## src/rtl/pe_nic.sv

```systemverilog
// pe_nic: processor-side network interface for one router port.
//
// Holds a single-entry output buffer (processor -> router) and a single-entry
// input buffer (router -> processor), each with a full flag.
//
// Ports:
//   clk, reset        rising-edge clock, synchronous active-high reset
//   addr[1:0]         register select: 00 in buf, 01 out status, 10 out buf, 11 in status
//   d_in[63:0]        processor write data
//   d_out[63:0]       processor read data (combinational)
//   nicEn, nicWrEn    access enable, 1 = write / 0 = read
//   phase_external    router phase; sends only allowed while high
//   net_so/net_ro     send strobe to router / router ready
//   net_do[63:0]      packet to router
//   net_si/net_ri     strobe from router / ready to router
//   net_di[63:0]      packet from router
//
// Optional feature: define PE_NIC_HOP_ENCODE_EN to store the hx/hy hop fields
// of written packets as saturating thermometer codes.

module pe_nic (
  input  logic        clk,
  input  logic        reset,
  input  logic [1:0]  addr,
  input  logic [63:0] d_in,
  output logic [63:0] d_out,
  input  logic        nicEn,
  input  logic        nicWrEn,
  input  logic        phase_external,
  output logic        net_so,
  input  logic        net_ro,
  output logic [63:0] net_do,
  input  logic        net_si,
  output logic        net_ri,
  input  logic [63:0] net_di
);

  localparam logic [1:0] AddrInBuf     = 2'b00;
  localparam logic [1:0] AddrOutStatus = 2'b01;
  localparam logic [1:0] AddrOutBuf    = 2'b10;
  localparam logic [1:0] AddrInStatus  = 2'b11;

  logic [63:0] out_buf_q, out_buf_d;
  logic        out_full_q, out_full_d;
  logic [63:0] in_buf_q, in_buf_d;
  logic        in_full_q, in_full_d;

  logic        wr_out;
  logic        rd_in;
  logic        send;
  logic        capture;
  logic [63:0] wr_data;

`ifdef PE_NIC_HOP_ENCODE_EN
  function automatic logic [3:0] therm(input logic [3:0] v);
    logic [3:0] t;
    unique case (v)
      4'd0:    t = 4'b0000;
      4'd1:    t = 4'b0001;
      4'd2:    t = 4'b0011;
      4'd3:    t = 4'b0111;
      default: t = 4'b1111;
    endcase
    return t;
  endfunction

  assign wr_data = {d_in[63:56], therm(d_in[55:52]), therm(d_in[51:48]), d_in[47:0]};
`else
  assign wr_data = d_in;
`endif

  // Outputs are forced low during reset regardless of register contents.
  assign net_so  = ~reset & out_full_q & phase_external;
  assign net_ri  = ~reset & ~in_full_q;
  assign net_do  = (~reset & out_full_q) ? out_buf_q : 64'd0;

  assign send    = net_so & net_ro;
  assign capture = net_si & net_ri;
  // Write is gated on the pre-edge flag, so a same-edge send wins.
  assign wr_out  = nicEn & nicWrEn & (addr == AddrOutBuf) & ~out_full_q;
  assign rd_in   = nicEn & ~nicWrEn & (addr == AddrInBuf);

  always_comb begin
    out_buf_d  = out_buf_q;
    out_full_d = out_full_q;
    in_buf_d   = in_buf_q;
    in_full_d  = in_full_q;

    if (wr_out) begin
      out_buf_d  = wr_data;
      out_full_d = 1'b1;
    end else if (send) begin
      out_full_d = 1'b0;
    end

    // capture needs in_full=0, clear needs in_full=1: never both.
    if (capture) begin
      in_buf_d  = net_di;
      in_full_d = 1'b1;
    end else if (rd_in && in_full_q) begin
      in_full_d = 1'b0;
    end
  end

  always_ff @(posedge clk) begin
    if (reset) begin
      out_buf_q  <= 64'd0;
      out_full_q <= 1'b0;
      in_buf_q   <= 64'd0;
      in_full_q  <= 1'b0;
    end else begin
      out_buf_q  <= out_buf_d;
      out_full_q <= out_full_d;
      in_buf_q   <= in_buf_d;
      in_full_q  <= in_full_d;
    end
  end

  always_comb begin
    d_out = 64'd0;
    if (!reset && nicEn) begin
      unique case (addr)
        AddrInBuf:     d_out = in_buf_q;
        AddrOutStatus: d_out = {63'd0, out_full_q};
        AddrOutBuf:    d_out = out_buf_q;
        AddrInStatus:  d_out = {63'd0, in_full_q};
        default:       d_out = 64'd0;
      endcase
    end
  end

endmodule

```

## config.mk

```make
export PLATFORM = sky130hd
export DESIGN_NAME = pe_nic
export DESIGN_NICKNAME = d
export VERILOG_FILES = /design/src/rtl/pe_nic.sv
export SDC_FILE = /design/constraint.sdc
export NUM_CORES = 1
export LEC_CHECK = 0
export CORE_MARGIN = 1.5
export CORE_UTILIZATION = 48
export CTS_BUF_LIST = sky130_fd_sc_hd__clkbuf_8
export DETAILED_ROUTE_END_ITERATION = 10
export PLACE_DENSITY = 0.95
export SYNTH_ARGS = -nofsm -noshare
export SYNTH_HDL_FRONTEND = slang
export SYNTH_SLANG_ARGS = --single-unit
```

## constraint.sdc

```tcl
create_clock -name clk -period 3.13 [get_ports clk]
set_input_delay 0.4695 -clock clk [delete_from_list [all_inputs] [get_ports clk]]
set_output_delay 0.4695 -clock clk [all_outputs]
set_load 0.05 [all_outputs]
```

# Word-level counts from Yosys, hierarchy flattened
# Cells that the tools add are included.
# op_classes
bitwise_logic	14
eq_ne	3
n_reduce_logical	6
muxes	7
# op_table
cell	n
$pmux W64 S4	1
$mux W64	2
$and A1 B1 Y1	10
$eq A2 B2 Y1 const B	2
$mux W1	4
$not A1 Y1	4
$reduce_bool A2 Y1	2
$eq A2 B1 Y1 const B	1
$logic_and A1 B1 Y1	2
$logic_not A2 Y1	1
$logic_not A1 Y1	1
# totals
wordCells	34
input_bits	137
output_inout_bits	130
reg_bits	130

# Longest topological paths before layout
# depth
depth_word	6
mapped_depth	6
depth_no_buf	3

# Worst setup path after synthesis
# No wires, ideal clock.
# synth_path
path_type	input to output
start	input addr[0]
end	output d_out[10]
n_path_buf	2
t_arrival_ns	1.701
required_ns	2.660
cell_stages	5
slack_ns	0.960
path_cell_list	nand2b_4 > nand2b_1 > buf_2 > buf_2 > nor2_1
# synth_via
elab_chain_len	3
elab_cells_between_ends	6
classes_between	3 x eq/ne; 2 x mux; 1 x reduce/logical
# synth_rtl
element	line_no	rtl
from (decl)	24	input logic [1:0] addr,
$eq A2 B2 Y1 (tied with other cells)	122	unique case (addr)
$pmux W64 S4 *	122	
$mux W64 *	121	if (!reset && nicEn) begin
to (decl)	26	output logic [63:0] d_out,
# Every way passes the cells marked *; elsewhere a longest branch is shown, timed or not.

# Final worst setup path
# layout_path
start	input reset
end	output d_out[25]
# layout_via
elab_chain_len	3
# layout_rtl
element	line_no	rtl
from (decl)	23	input logic reset,
$logic_not A1 Y1	121	
$logic_and A1 B1 Y1	121	
$mux W64	121	
# No other way between the ends.

==> metrics <==
syn_nets=919; drc violations=0; Clock Latency Late Sink=0.45 ns; FF+latch count, synth=130; Relative slew margins=57.30%; gr ovfl total=0; clock transition at the registers of the reported paths=0.07 ns; fin cells=1202; Crit path required time=2.66 ns; Final Max Slew Viols=0; clk_skew=0.006650 ns; layout overhead on the synthesized area=68.67%; vias per cell=5.339; CP endpoint kind=output pin; antenna violations before repair=1; Cell Area, Synth=6302 um2; 1st-iter DRT viols=456; Placer Congestion=0.8431; status=finished, final reports clean; Reg2Reg Setup Slack=1.54 ns; post-synthesis async set-or-reset flop share=0%; Die H=117.6 um; clock tree buffer depth=2; sequential fraction of the synthesis area=41.29%; Row Count=41; min cycle time layout=2.644 ns; largest net degree at the start of global routing=130; CP bufs+invs=4; Synth Area per Inst=8.059 um2; TritonCTS buffer count=17; number of setup buffers added after CTS=0; CORE AREA=12720 um2; Hold Violations, Final=0; Total Power=3.860 mW; crit path DAT=2.17 ns; Reg2Reg Capture Point=out_buf_q[2]; worst path cell trace=clkdlybuf4s50_1, inv_6, nand2b_2, buf_4, nor2_1, buf_12; CP Max Fanout=37; Lkg Pwr=4.123 nW; layout cell share with drive strength beyond 1=17.40%; Netlist cell types=24; hold-critical path depth=2; Worst Slack Setup Final=0.4856 ns; Hold Path Origin=in_buf_q[62]; routed vias=6418; GRT Resource Usage Total=31.69%; Final period util=84.49%; main flop type after synthesis=dfxtp_1; Final setup viols=0; pwr/cell area=363.1 nW/um2; Synth top area share=41.29%; first-pass GRT wire length=34400 um; crit-path max cell delay=0.71 ns; Die Wd=117.6 um; max-cap check violation count=0; wire length per cell=18.17 um; Levels on crit path=6; Detail Route Antenna Nets=0; Hold EP=in_buf_q[62]; Post-CTS Hold Fix Bufs=0; Post-synth EDFFs=0; Least-Margin Pin Slew=0.6404 ns; Synth top cells by count=nand2_1 (257), dfxtp_1 (130), mux2i_1 (127); PortBufs=266; most common cell in the synthesized netlist=nand2_1; drt total wl=21840 um; RSZ-0062 raised after global routing=no; cell taking the most area after synthesis=dfxtp_1; dpl cells=1169; critical path startpoint category=input port; CP delay by family, top=buffers and inverters; CP Class=in -> out; TritonRoute pass-1 iters=7; clk sinks=130; worst r2r src=out_full_q; H-Tree Depth=4; Synth Warn #=0; clk root buf=clkbuf_8; die area=13830 um2; Syn Inst Count=782; pre-CTS setup slack=0.5050 ns; min-delay worst type=reg -> reg; Max rail drop VDD=0.4130 mV; synth top area cells=dfxtp_1 (41%), mux2i_1 (20%), nand2_1 (15%); CTS resizes=0; Crit-path slowest cell=clkdlybuf4s50_1; achievable frequency=378.2 MHz; TritonCTS clock tree=yes; number of global-route vias before repair=6598; HPWL after DPL=15680 um; num ports=267; Initial Util=49.54%; R2R cell count=3; NumNets Final=1153; Setup Total Neg Slack=0 ns
==> through the flow <==
step,area (um2),hold WS (ns),util (%)
global placement,10210,0.4354,80.28
detailed placement,10210,0.4435,80.28
finish,10630,0.4507,83.56
CTS,10630,0.4538,83.54
global route,10630,0.4706,83.56
floorplan,6302,0.4277,-
==> cells in the final DEF, fill, tap and decap left out <==
cell	Yosys	layout
mux4_2	1	1
diode_2	0	1
nor3b_4	0	1
and2_1	65	65
inv_1	0	2
nand2b_1	2	1
nand2_1	257	257
buf_4	9	12
a21boi_0	1	1
mux2i_1	127	127
nand2b_4	1	1
nor2b_4	0	1
bufinv_16	0	3
clkinvlp_4	0	1
nor2_1	64	64
nand2b_2	0	1
o311ai_0	1	1
dfxtp_1	130	130
clkbuf_8	0	20
o21ai_1	4	4
nor3_4	0	1
inv_6	0	1
o21ai_0	60	60
clkinv_4	0	1
o21a_1	1	1
and3_1	1	1
clkdlybuf4s50_1	0	136
clkinv_2	0	5
buf_12	0	130
==> routing by layer <==
metal | wire [um] | track usage (%) | vias up | share of wire, %
li1 | - | - | 2994 | -
met1 | 7906 | 33.43 | 3019 | 36
met2 | 11220 | 55.51 | 298 | 51
met3 | 1276 | 7.267 | 107 | 5.8
met4 | 1442 | 22.94 | 0 | 6.6
met5 | 0 | 0 | - | 0
==> flip-flops by register name (all words and copies together) (netlist names) <==
name / count
in_buf_q: 64
in_full_q: 1
out_buf_q: 64
out_full_q: 1
==> worst reg2reg max path, delay by kind of cell (launching register included) <==
family / cells / cell delay, ns
buf+inv: 1 / 0.56
flops: 1 / 0.38
mux: 1 / 0.35
simple gates: 1 / 0.21
==> how the worst max path moves through the flow <==
stage,from,end,slack (ns)
finish,reset,d_out[25],0.49
detailed placement,reset,d_out[25],0.50
global placement,reset,d_out[58],0.58
CTS,reset,d_out[32],0.49
floorplan,addr[0],d_out[10],0.96
global route,reset,d_out[32],0.41
==> cell families (layout without fill, tap and decap cells) <==
group                  Yosys count  after routing  share of synthesized area [%]
buffers and inverters           64            311                          6.174
multiplexers                   128            128                          20.53
flip-flops                     130            130                          41.29
other                            0              1                              0
AO/OA/AOI/OAI                   67             67                          5.460
AND/OR/NAND/NOR                393            393                          26.54
==> power breakdown <==
part	internal (mW)	switching [mW]	leakage [nW]
Clock	0.839	0.665	0.221
Sequential	1.74	0.0555	1.06
Combinational	0.289	0.271	2.84
Total	2.87	0.992	4.12
==> cell type report <==
type | instances | area [um2]
repair buffers | 278 | 4054
multi-input cells | 588 | 3333
flip-flops and latches | 130 | 2603
fillers | 662 | 2092
clock buffers | 20 | 275.3
well taps | 172 | 215.2
clock inverters | 12 | 138.9
inverters | 1 | 8.758
diodes | 1 | 2.502
No activity file was read; power rests on OpenSTA's default activity.
